### src/rtl/serial_mag_comparator.sv
// Walks two WIDTH-bit operands through an external 2-bit comparator, MSB digit first, early exit on first unequal digit.
// Latency: 2 cycles (first digit decides) up to WIDTH/2+1 cycles (all digits equal), start edge to done.
// No backpressure: start is taken only in IDLE and ignored while busy; results hold until the next accepted start.
module serial_mag_comparator #(
  parameter int WIDTH = 8  // even, >= 2
) (
  input  logic             i_clk,
  input  logic             i_rst,
  input  logic             i_start,
  input  logic [WIDTH-1:0] i_a,
  input  logic [WIDTH-1:0] i_b,
  output logic [1:0]       o_dig_a,
  output logic [1:0]       o_dig_b,
  input  logic             i_g_in,
  input  logic             i_e_in,
  input  logic             i_s_in,
  output logic             o_busy,
  output logic             o_done,
  output logic             o_gt,
  output logic             o_eq,
  output logic             o_lt
);

  localparam int DIGITS = WIDTH / 2;
  localparam int CW     = (DIGITS > 1) ? $clog2(DIGITS) : 1;

  typedef enum logic {IDLE = 1'b0, RUN = 1'b1} state_t;

  state_t          r_state;
  state_t          w_state_nxt;
  logic [WIDTH-1:0] r_sa;
  logic [WIDTH-1:0] r_sb;
  logic [CW-1:0]   r_cnt;
  logic            r_done;
  logic            r_gt;
  logic            r_eq;
  logic            r_lt;

  logic w_accept;
  logic w_dig_eq;
  logic w_last;
  logic w_finish;

  // A digit with no flag set is treated as equal so a broken comparator
  // still lets the walk run to the last digit instead of stalling.
  assign w_accept = (r_state == IDLE) && i_start;
  assign w_dig_eq = i_e_in || !(i_g_in || i_s_in);
  assign w_last   = (r_cnt == '0);
  assign w_finish = (r_state == RUN) && (i_g_in || i_s_in || (w_dig_eq && w_last));

  // State register
  always_ff @(posedge i_clk) begin
    if (i_rst) begin
      r_state <= IDLE;
    end else begin
      r_state <= w_state_nxt;
    end
  end

  // Next-state logic: leave RUN on the first deciding digit or after the last digit
  always_comb begin
    w_state_nxt = r_state;
    case (r_state)
      IDLE:    if (i_start)  w_state_nxt = RUN;
      RUN:     if (w_finish) w_state_nxt = IDLE;
      default: w_state_nxt = IDLE;
    endcase
  end

  // Output logic: digits go straight from the shift registers to the comparator
  always_comb begin
    o_busy  = (r_state == RUN);
    o_dig_a = 2'b00;
    o_dig_b = 2'b00;
    if (r_state == RUN) begin
      o_dig_a = r_sa[WIDTH-1 -: 2];
      o_dig_b = r_sb[WIDTH-1 -: 2];
    end
  end

  // Datapath: operand shifting, digit count and the sticky word-level result
  always_ff @(posedge i_clk) begin
    if (i_rst) begin
      r_sa   <= '0;
      r_sb   <= '0;
      r_cnt  <= '0;
      r_done <= 1'b0;
      r_gt   <= 1'b0;
      r_eq   <= 1'b0;
      r_lt   <= 1'b0;
    end else begin
      r_done <= 1'b0;
      if (w_accept) begin
        r_sa  <= i_a;
        r_sb  <= i_b;
        r_cnt <= CW'(DIGITS - 1);
        r_gt  <= 1'b0;
        r_eq  <= 1'b0;
        r_lt  <= 1'b0;
      end else if (r_state == RUN) begin
        if (i_g_in) begin
          r_gt   <= 1'b1;
          r_done <= 1'b1;
        end else if (i_s_in) begin
          r_lt   <= 1'b1;
          r_done <= 1'b1;
        end else if (w_dig_eq && w_last) begin
          r_eq   <= 1'b1;
          r_done <= 1'b1;
        end else begin
          r_sa  <= r_sa << 2;
          r_sb  <= r_sb << 2;
          r_cnt <= r_cnt - 1'b1;
        end
      end
    end
  end

  assign o_done = r_done;
  assign o_gt   = r_gt;
  assign o_eq   = r_eq;
  assign o_lt   = r_lt;

endmodule

### config.mk
export PLATFORM = sky130hd
export DESIGN_NAME = serial_mag_comparator
export DESIGN_NICKNAME = d
export VERILOG_FILES = /design/src/rtl/serial_mag_comparator.sv
export SDC_FILE = /design/constraint.sdc
export NUM_CORES = 1
export LEC_CHECK = 0
export ABC_CLOCK_PERIOD_IN_PS = 2600
export BUFFER_PORTS_ARGS = -buffer_cell sky130_fd_sc_hd__buf_2
export CAP_MARGIN = 10
export CORE_MARGIN = 8
export CORE_UTILIZATION = 30
export DETAILED_ROUTE_END_ITERATION = 10
export GPL_ROUTABILITY_DRIVEN = 1
export PLACE_DENSITY = 0.61
export SLEW_MARGIN = 20
export SYNTH_ARGS = -nofsm -noshare
export SYNTH_HDL_FRONTEND = slang
export SYNTH_SLANG_ARGS = --single-unit
### constraint.sdc
create_clock -name i_clk -period 2.6 [get_ports i_clk]
set_input_delay 0.26 -clock i_clk [delete_from_list [all_inputs] [get_ports i_clk]]
set_output_delay 0.26 -clock i_clk [all_outputs]
set_load 0.005 [all_outputs]
**After elaboration in Yosys (flattened, before gate mapping)**

Index checks and enable logic that the tools add are counted.
Widths: inputs -> output; s select.

- Flip-flop bits (word level): 23
- Output and inout port bits: 9

- Add/sub/neg operators: 1
- Equal/unequal tests: 3
- Multiplexer cells: 23
- Bitwise operators: 3
- Reductions and logical operators: 15

Operator list:

| operator | count |
|---|---|
| $mux 8 | 10 |
| $mux 2 | 7 |
| $reduce_and 4->1 | 2 |
| $mux 1 | 5 |
| $ne 2x1->1 const B | 2 |
| $logic_and 1x1->1 | 3 |
| $logic_or 1x1->1 | 3 |
| $not 1->1 | 3 |
| $reduce_and 3->1 | 1 |
| $reduce_or 3->1 | 1 |
| $logic_not 2->1 | 1 |
| $ne 2x2->1 const B | 1 |
| $pmux 1 s2 | 1 |
| $reduce_and 2->1 | 1 |
| $reduce_bool 2->1 | 1 |
| $reduce_or 2->1 | 1 |
| $sub 2x1->2 const B | 1 |
| $logic_not 1->1 | 1 |

**Longest topological paths before layout**

Gate-level depths: netlist of run 1.

- Depth after elaboration: 9
- Depth in mapped cells: 6
- Mapped depth without buffers: 5

**Worst setup path after synthesis of run 1**

Ideal clock, no wire load.

- Path kind: register to register
- Start: reg r_cnt[0]
- End: reg r_sa[5]
- Setup time: 122 ps
- Data arrival time: 1500 ps
- Required time: 2478 ps
- Slack: 978 ps
- Cell stages (with the launch flop): 7
- Path buffers: 1
- Period minus slack after synthesis: 1622 ps
- Cells stage by stage: dfxtp_1 > inv_1 > ha_1 > nor4b_4 > nor3_2 > buf_6 > a221o_2

- Longest elaborated chain between the ends: 4

Ends and longest elaborated chain:

| item | RTL line | RTL |
|---|---|---|
| from (decl) | 33 | `logic [CW-1:0] r_cnt;` |
| from (signal assigned) | 96 | `r_cnt <= CW'(DIGITS - 1);` |
| from (signal assigned) | 113 | `r_cnt <= r_cnt - 1'b1;` |
| $logic_not 2->1 | 48 | `assign w_last = (r_cnt == '0);` |
| $logic_and 1x1->1 | 107 | `end else if (w_dig_eq && w_last) begin` |
| $ne 2x2->1 (no source line) | - |  |
| $reduce_and 4->1 (no source line) | - |  |
| to (signal assigned) | 94 | `r_sa <= i_a;` |
| to (signal assigned) | 111 | `r_sa <= r_sa << 2;` |
| to (decl) | 31 | `logic [WIDTH-1:0] r_sa;` |

No other way between the ends.
A chain may end at the register's enable or synchronous reset.

**Final worst setup path of run 1**

- Start: reg r_state, in the netlist o_busy
- End: reg r_sa[3]

- Longest elaborated chain between the ends: 4
- Elaborated cells between the ends (all ways): 8
- Classes of those cells: eq/ne: 3; mux: 1; bitwise: 1; reduce/logical: 3

Ends and longest elaborated chain:

| item | RTL line | RTL |
|---|---|---|
| from (decl) | 29 | `state_t r_state;` |
| from (signal assigned) | 56 | `r_state <= w_state_nxt;` |
| $not 1->1 (no source line) | - |  |
| $logic_and 1x1->1 | 46 | `assign w_accept = (r_state == IDLE) && i_start;` |
| $ne 2x2->1 (no source line) (tied with other cells) | - |  |
| $reduce_and 4->1 (no source line) | - |  |

Parallel ways exist; a longest one is shown, timed or not.

==> results, run 1 <==
- TritonCTS built the clock tree.
- Global routing consumed, on the met1 layer, between 10% and 20% of the routing resources.
- Compared with the post-synthesis result, the final layout area differs by 18.22%.
- In this run the cell area of the synthesized design comes to 1010 sq um.
- The overflow left after global routing is 0.
- In this run the number of H-tree levels came out at 1.
- Synthesis produced a netlist whose cell count is 85.
- Entering global routing, the biggest net connects 22 pins.
- In the final layout, the share of cells above drive strength 1 is ~45%.
- The number of buffers and inverters on the critical path is 0.
- Setup slack closes at 0.6309 ns.
- The run finished with clean final reports.
- After synthesis, the mean cell area works out to 11.88 sq um.
- The critical path runs through a total of 3 cells.
- The clock edge transition at the registers on the reported setup and hold paths is approximately 0.13 ns.
- In this run the register-to-register setup slack is 0.63 ns.
- The repair_antennas step left the layout with diodes totalling 0.
- The number of synthesized flops with an enable pin is 0.
- The power density over cell area is between 500 and 600 nW/um^2.
- The length in cells of the worst reg-to-reg path is 3.
- Hold repair after CTS inserted 0 buffers.
- The number of nets produced by synthesis is ~110.
- Global routing used between 10% and 20% of the available met2 tracks.
- The starting utilization of the core area is between 30% and 40%.
- The tree is rooted in a clkbuf_4.
- The die is about 74 um tall.
- STA classifies the critical path startpoint as a register.
- In the synthesized netlist, the cells that appear most often are dfxtp_1 (23), a221o_1 (9), nor3b_2 (9).
- The core region area is about 3300 sq um.
- The type of the most critical hold path is in2reg.
- The global-route usage over all layers is about a tenth.
- The number of max-cap violations is 0.
- The post-cts gate resize count is 0.
- For the worst setup path, the data arrival time is between 2 and 2.5 ns.
- The synthesized design contains 23 register bits.
- For this run, design rule violations remaining after detail routing come to 0.
- The detail route stage leaves a number of antenna-violating nets equal to 0.
- The horizontal die dimension is 74.02 um.
- The master of the slowest instance on the critical path is nor3_2.
- Counting tap cells, the placed design contains a total of 154 instances.
- The die outline area is approximately 5500 sq um.
- The max-slew violation count is 0.
- Fill cells in the final layout number between 300 and 400.
- The clock tree buffer depth is 2.
- The highest fanout seen on the critical path is 16.
- The count of endpoints failing setup in the final report is 0.
- The cell with the most instances after synthesis is dfxtp_1.
- The count of vias placed by the detailed router is 773.
- For this run, asynchronously set or reset flops after synthesis account for 0%.
- The critical path goes through and2b_1 -> nor3_2 -> a221o_2.
- At the placement stage, the worst setup path has a slack of roughly 0.61 ns.
- The initial antenna violation count is 0.
- The critical path is of the reg2reg type.
- The worst ir drop on vdd is 0.2777 mV.
- In this run the tightest slew margin relative to its limit is between 30% and 40%.
- The maximum single-stage delay on the critical path is between 0.7 and 0.8 ns.
- The latest clock arrival within the worst-skew pair is a little over 0.3 ns.
- The leakage power summed over all cells is between 0.4 and 0.5 nW.
- The worst hold path was traced through 2 stages.
- The final RePlAce weighted congestion is 0.6576.
- The finished cells cover around 1200 sq um.
- The pre-antenna-repair detailed-routing pass consisted of 4 iterations.
- The area after detailed placement is 1164 sq um.
- The final critical-path required period is between 1.5 and 2 ns.
- The detailed router's first-iteration violation count is 50.
- Once the clock tree was built, the setup fixing pass inserted 0 buffers.
- The number of non-filler instances in the completed layout is 158.
- The number of warning messages in the yosys log is 0.
- The number of nets in the layout is between 100 and 150.
- On the critical path the largest part of the delay comes from simple AND/OR/NAND/NOR gates.
- The first global-routing pass estimated slightly above 4 mm of wire.
- The sequential area share after synthesis is ~46%.
- The endpoint kind of the worst setup timing path is a register.
- In this run, CTS created clock tree buffers numbering 3.
- During placement, the flow inserted port buffers numbering 29.
- Yosys mapped the design onto 23 distinct sky130hd cell types.
- The dominant synthesized flop cell is dfxtp_1.
- The maximum frequency from static timing analysis is roughly 510 MHz.
- For this design the top-level I/O count stands at 31.
- The post-detailed-route wirelength per cell is roughly 15 um.
- At the pin with the least slew margin, the transition time is roughly 1 ns.
- The count of clock tree sinks is 23.
- After synthesis, the cell types taking the most area are dfxtp_1 (46%), nor3b_2 (11%), a221o_1 (8.9%).
- The met3 global-route usage is under 10%.
- STA puts the critical path data required time at 2.87 ns.
- The number of global-route vias before repair was 866.
- The total wire length is around 2.3 mm.
- The floorplan has 21 rows.
- Setup repair after global routing left no endpoint under its margin.
- The ratio of final minimum period to clock period is 75.73%.
- The cell type with the highest aggregate area in the netlist is dfxtp_1.
- The layer with the highest usage is met2.
- For the final routed database, the setup TNS stands at 0 ns.
- The HPWL after detailed placement is ~1.7 mm.
- The vias per cell is just under 5.
- The top-area cell type share of the netlist area is 45.60%.
- Between clock sinks in the finished design, the worst skew comes to between 0.005 and 0.006 ns.
- The hold violation total from the final report is 0.
## metal layers
layer  vias up  wire length [um]
met5         -                 0
met4         0                 8
met3         2               222
met2        25              1004
met1       365              1060
li1        381                 -
## through the flow
step / utilization, % / hold slack (ns) / power [W]
final: 36.34 / 0.1538 / 0.0006409
after global routing: 36.34 / 0.1297 / 0.0006807
after floorplan: - / 0.3927 / 0.0004516
after CTS: 36.27 / 0.1452 / 0.0006515
after detailed placement: 35.43 / 0.4491 / 0.0004821
after global placement: 35.43 / 0.4469 / 0.0004788
## sequential cells by signal (all words and copies together) (netlist names)
signal and flops:
r_cnt 2, o_busy 1, r_sb 8, o_lt 1, o_done 1, o_gt 1, r_sa 8, o_eq 1
## worst paths after layout
path | from | to
worst min-delay path | i_b[0] | r_sb[0]
worst max-delay path | o_busy | r_sa[3]
worst max register to register | o_busy | r_sa[3]
worst min register to register | r_sb[0] | r_sb[0]
## cells by family after synthesis
kind of cell               synth area share (%)
adders and majority gates                 1.239
buffers and inverters                     5.947
and+or+nand+nor                           27.38
DFF                                       45.60
AOI/OAI and AO/OA                         19.83
## area by class of cell
cell class	instances	area (sq um)	area share (%)
Clock inverter	1	5.005	0.4193
Timing Repair Buffer	29	145.1	12.16
Multi-Input combinational cell	53	491.7	41.20
Inverter	3	11.26	0.9434
Sequential cell	23	460.4	38.57
Clock buffer	3	22.52	1.887
Tap cell	46	57.56	4.822
## worst register-to-register path, cell delays in order (launching register included)
cell     delay (ns)
dfxtp_1        0.57
and2b_1        0.27
nor3_2         0.79
a221o_2        0.30
## cell usage in the layout (no fill, tap or decap), types with 2 or more instances in the layout
cell type / synthesis / final
a22o_1: 4 / 4
a21oi_1: 2 / 2
dfxtp_1: 23 / 23
a211oi_1: 2 / 2
a221o_2: 3 / 3
clkbuf_4: 0 / 3
and2_1: 4 / 4
nor3_1: 3 / 3
nor2_1: 4 / 3
nor3b_1: 4 / 4
nor3b_2: 9 / 9
a221o_1: 9 / 9
buf_2: 3 / 29
inv_1: 3 / 3
## power by group
| group | switching (W) | leakage, nW | internal (W) |
|---|---|---|---|
| combinational | 0.0000418 | 0.265 | 0.0000446 |
| clock | 0.000110 | 0.0177 | 0.0000575 |
| sequential | 0.0000127 | 0.189 | 0.000374 |
| total | 0.000164 | 0.472 | 0.000477 |
Power figures use the tool's default switching activity.
==> run 2: changes to the inputs <==
--- a/config.mk
+++ b/config.mk
@@ -5,14 +5,14 @@
 export SDC_FILE = /design/constraint.sdc
 export NUM_CORES = 1
 export LEC_CHECK = 0
-export ABC_CLOCK_PERIOD_IN_PS = 2600
+export ABC_CLOCK_PERIOD_IN_PS = 1780
 export BUFFER_PORTS_ARGS = -buffer_cell sky130_fd_sc_hd__buf_2
 export CAP_MARGIN = 10
 export CORE_MARGIN = 8
 export CORE_UTILIZATION = 30
 export DETAILED_ROUTE_END_ITERATION = 10
 export GPL_ROUTABILITY_DRIVEN = 1
-export PLACE_DENSITY = 0.61
+export PLACE_DENSITY = 0.63
 export SLEW_MARGIN = 20
 export SYNTH_ARGS = -nofsm -noshare
 export SYNTH_HDL_FRONTEND = slang
==> constraint.sdc (replaced) <==
create_clock -name i_clk -period 1.78 [get_ports i_clk]
set_input_delay 0.178 -clock i_clk [delete_from_list [all_inputs] [get_ports i_clk]]
set_output_delay 0.178 -clock i_clk [all_outputs]
set_load 0.005 [all_outputs]
==> run 2 against run 1 <==
Design area rose by 2.4%; flip-flop and latch count did not move; worst setup slack got worse by 0.59 ns.
==> results, run 2 (same netlist as run 1, synthesis figures left out) <==
- The run finished with clean final reports.
- The CTS tree is done.
- In this run the worst setup path terminates at r_sb[5].
- The final setup skew came to 0.01123 ns (+0.005916 ns).
- The cell area after layout was 1222 sq um (+2.4%).
- The end-of-flow core utilization is 37.22% (+0.88 points).
- In this run the critical register-to-register path is captured at r_sb[5].
- The post-detailed-route wirelength per cell came to 14.69 um (+1.1%).
- The maximum single-stage delay on the critical path was 0.64 ns (-0.15 ns).
- The overflow left after global routing was 0 (unchanged).
- Relative to the synthesized area, the layout overhead comes to 21.07%.
- The number of non-filler instances in the completed layout is 161 (+1.9%).
- The largest individual stage delay along the critical path comes from the cell or4b_4.
- The horizontal die dimension is 74.02 um (unchanged).
- The largest registers in the layout are r_sa: 8 flops, r_sb: 8 flops, r_cnt: 2 flops.
- The number of nets with antenna violations after detailed routing was 0 (unchanged).
- The number of antenna repair diodes is 0 (unchanged).
- The final critical-path required period is 1.738 ns (-0.2307 ns).
- The clock edge transition at the registers on the reported setup and hold paths is 0.13 ns (about the same).
- The number of max-cap violations is 0 (unchanged).
- The boundary pin count is 31 (unchanged).
- The highest fanout seen on the critical path came to 13 (-3).
- The endpoint required time on the critical path came to 2.04 ns (-0.83 ns).
- The aggregate negative setup slack was 0 ns (unchanged).
- The number of nets in the layout is 139 (+2.2%).
- The die outline area is 5478 sq um (unchanged).
- Leaving out fill and tap cells, the most frequent cell in the layout is buf_2.
- The max-slew headroom at the worst pin is 56.28% (+22 points).
- The fraction of layout cells with a size suffix above 1 is 46.09% (+1.4 points).
- The kind of start point of the critical path is a register.
- The type of the most critical hold path is in2reg.
- The number of search-and-repair iterations in the first detailed-routing pass came to 5 (+1).
- The count of vias placed by the detailed router came to 808 (+4.5%).
- The port buffer count came to 29 (unchanged).
- The startpoint of the most critical setup path is r_cnt[0].
- The hold violation total from the final report is 0 (unchanged).
- The cell count after placement is 157 (+1.9%).
- The vias per cell is 5.019 (+2.6%).
- The signal on the critical path passes through inv_1 -> ha_1 -> or4b_4 -> nor3b_1 -> a221o_1.
- The ratio of final minimum period to clock period is 97.66% (+22 points).
- The endpoint kind of the worst setup timing path is a register.
- The setup fix buffers added after clock tree synthesis came to 0 (unchanged).
- The pin count of the biggest net entering global routing was 17 (-23%).
- The number of CTS-inserted buffers was 3 (unchanged).
- The max-slew violation count is 0 (unchanged).
- The power density over cell area came to 770.1 nW/um^2 (+43%).
- In the layout the commonest cells are buf_2 (29), dfxtp_1 (23), nor3b_2 (9), a221o_1 (9).
- The measured slew at the worst slew-check pin came to 0.6552 ns (-0.3325 ns).
- The global-route wire length before repair is 4.043 mm (+0.35%).
- The latest clock arrival within the worst-skew pair is 0.31 ns (about the same).
- Setup repair after global routing could not meet its margin everywhere.
- The global-route usage over all layers is 9.301% (-0.071 points).
- The y dimension of the die is 74.02 um (unchanged).
- The detailed router's first-iteration violation count is 38 (-24%).
- The maximum frequency from static timing analysis was 575.2 MHz (+13%).
- The number of levels in the clock H-tree came to 1 (unchanged).
- The count of endpoints failing setup in the final report is 0 (unchanged).
- The length in cells of the worst reg-to-reg path came to 5 (+2).
- In this run the critical register-to-register path is launched from r_cnt[0].
- The register-to-register setup slack is 0.04 ns (-0.59 ns).
- The data arrival time of the worst path was 1.99 ns (-0.25 ns).
- The total DRC errors in the routed layout came to 0 (unchanged).
- The total wire length is 2.365 mm (+3.1%).
- The final RePlAce weighted congestion came to 0.7960 (+21%).
- The number of standard-cell rows in the floorplan came to 21 (unchanged).
- The clock tree buffer depth came to 2 (unchanged).
- The core region area is 3284 sq um (unchanged).
- The number of fillers in the final layout came to 326 (-6.1%).
- The type of the setup path with the least slack is reg2reg.
- The HPWL after detailed placement is 1.754 mm (+4.5%).
- The count of clock tree sinks is 23 (unchanged).
- The initial antenna violation count came to 0 (unchanged).
- The worst ir drop on vdd is 0.3968 mV (+43%).
- The leakage power summed over all cells is 0.4898 nW (+3.7%).
- The area after detailed placement is 1186 sq um (+1.9%).
- The root buffer cell chosen for the clock tree is clkbuf_4.
- The starting utilization of the core area was 30.74% (unchanged).
- The number of global-route vias before repair came to 907 (+4.7%).
[run 2: power breakdown]
group	internal (W)	total (W)	switching (W)
sequential	0.000547	0.000563	0.0000162
clock	0.0000839	0.000241	0.000157
combinational	0.0000701	0.000137	0.0000672
[run 2: layer usage]
layer  vias to the layer above  GRT usage (%)  share of wire [%]
li1                        388              -                  -
met1                       389          10.83                 47
met2                        27          15.33                 44
met3                         4          3.639                6.5
met4                         0          2.661                1.5
met5                         -              0                  0
[run 2: final cells by class]
cell class	instances	area (sq um)	share of cell area [%]
Timing Repair Buffer	32	167.7	13.72
Inverter	3	11.26	0.9212
Multi-Input combinational cell	53	498.0	40.74
Clock buffer	3	22.52	1.842
Clock inverter	1	5.005	0.4094
Sequential cell	23	460.4	37.67
Tap cell	46	57.56	4.708
[run 2: what timing repair did]
item / CTS / global route
hold buffers: 0 / 0
endpoints found under the setup margin: 14 / 15
resized for setup: 1 / 1
[run 2: how the worst min path moves through the flow]
stage | startpoint | endpoint | cells past startpoint
4_1_cts | i_a[5] | r_sa[5] | 2
2_1_floorplan | i_a[0] | r_sa[0] | 1
3_5_place_dp | i_a[5] | r_sa[5] | 2
5_1_grt | i_a[0] | r_sa[0] | 2
3_3_place_gp | i_a[1] | r_sa[1] | 2
6_report | i_a[5] | r_sa[5] | 2
[run 2: per-stage QoR]
stage,hold WS [ns],total power [W],setup WS [ns]
2_1_floorplan,0.3107,0.0006596,0.1579
3_3_place_gp,0.3993,0.0007037,0.04160
3_5_place_dp,0.4092,0.0007109,-0.02190
4_1_cts,0.07009,0.0009575,0.01673
5_1_grt,0.05723,0.001004,-0.02874
6_report,0.07890,0.0009413,0.04161
[run 2: critical path, delay by kind of cell, from the launching register on]
kind	cells	cell delay, ns
DFF	1	0.37
and+or+nand+nor	2	0.87
buffers and inverters	1	0.05
adders and majority gates	1	0.27
AOI/OAI and AO/OA	1	0.13
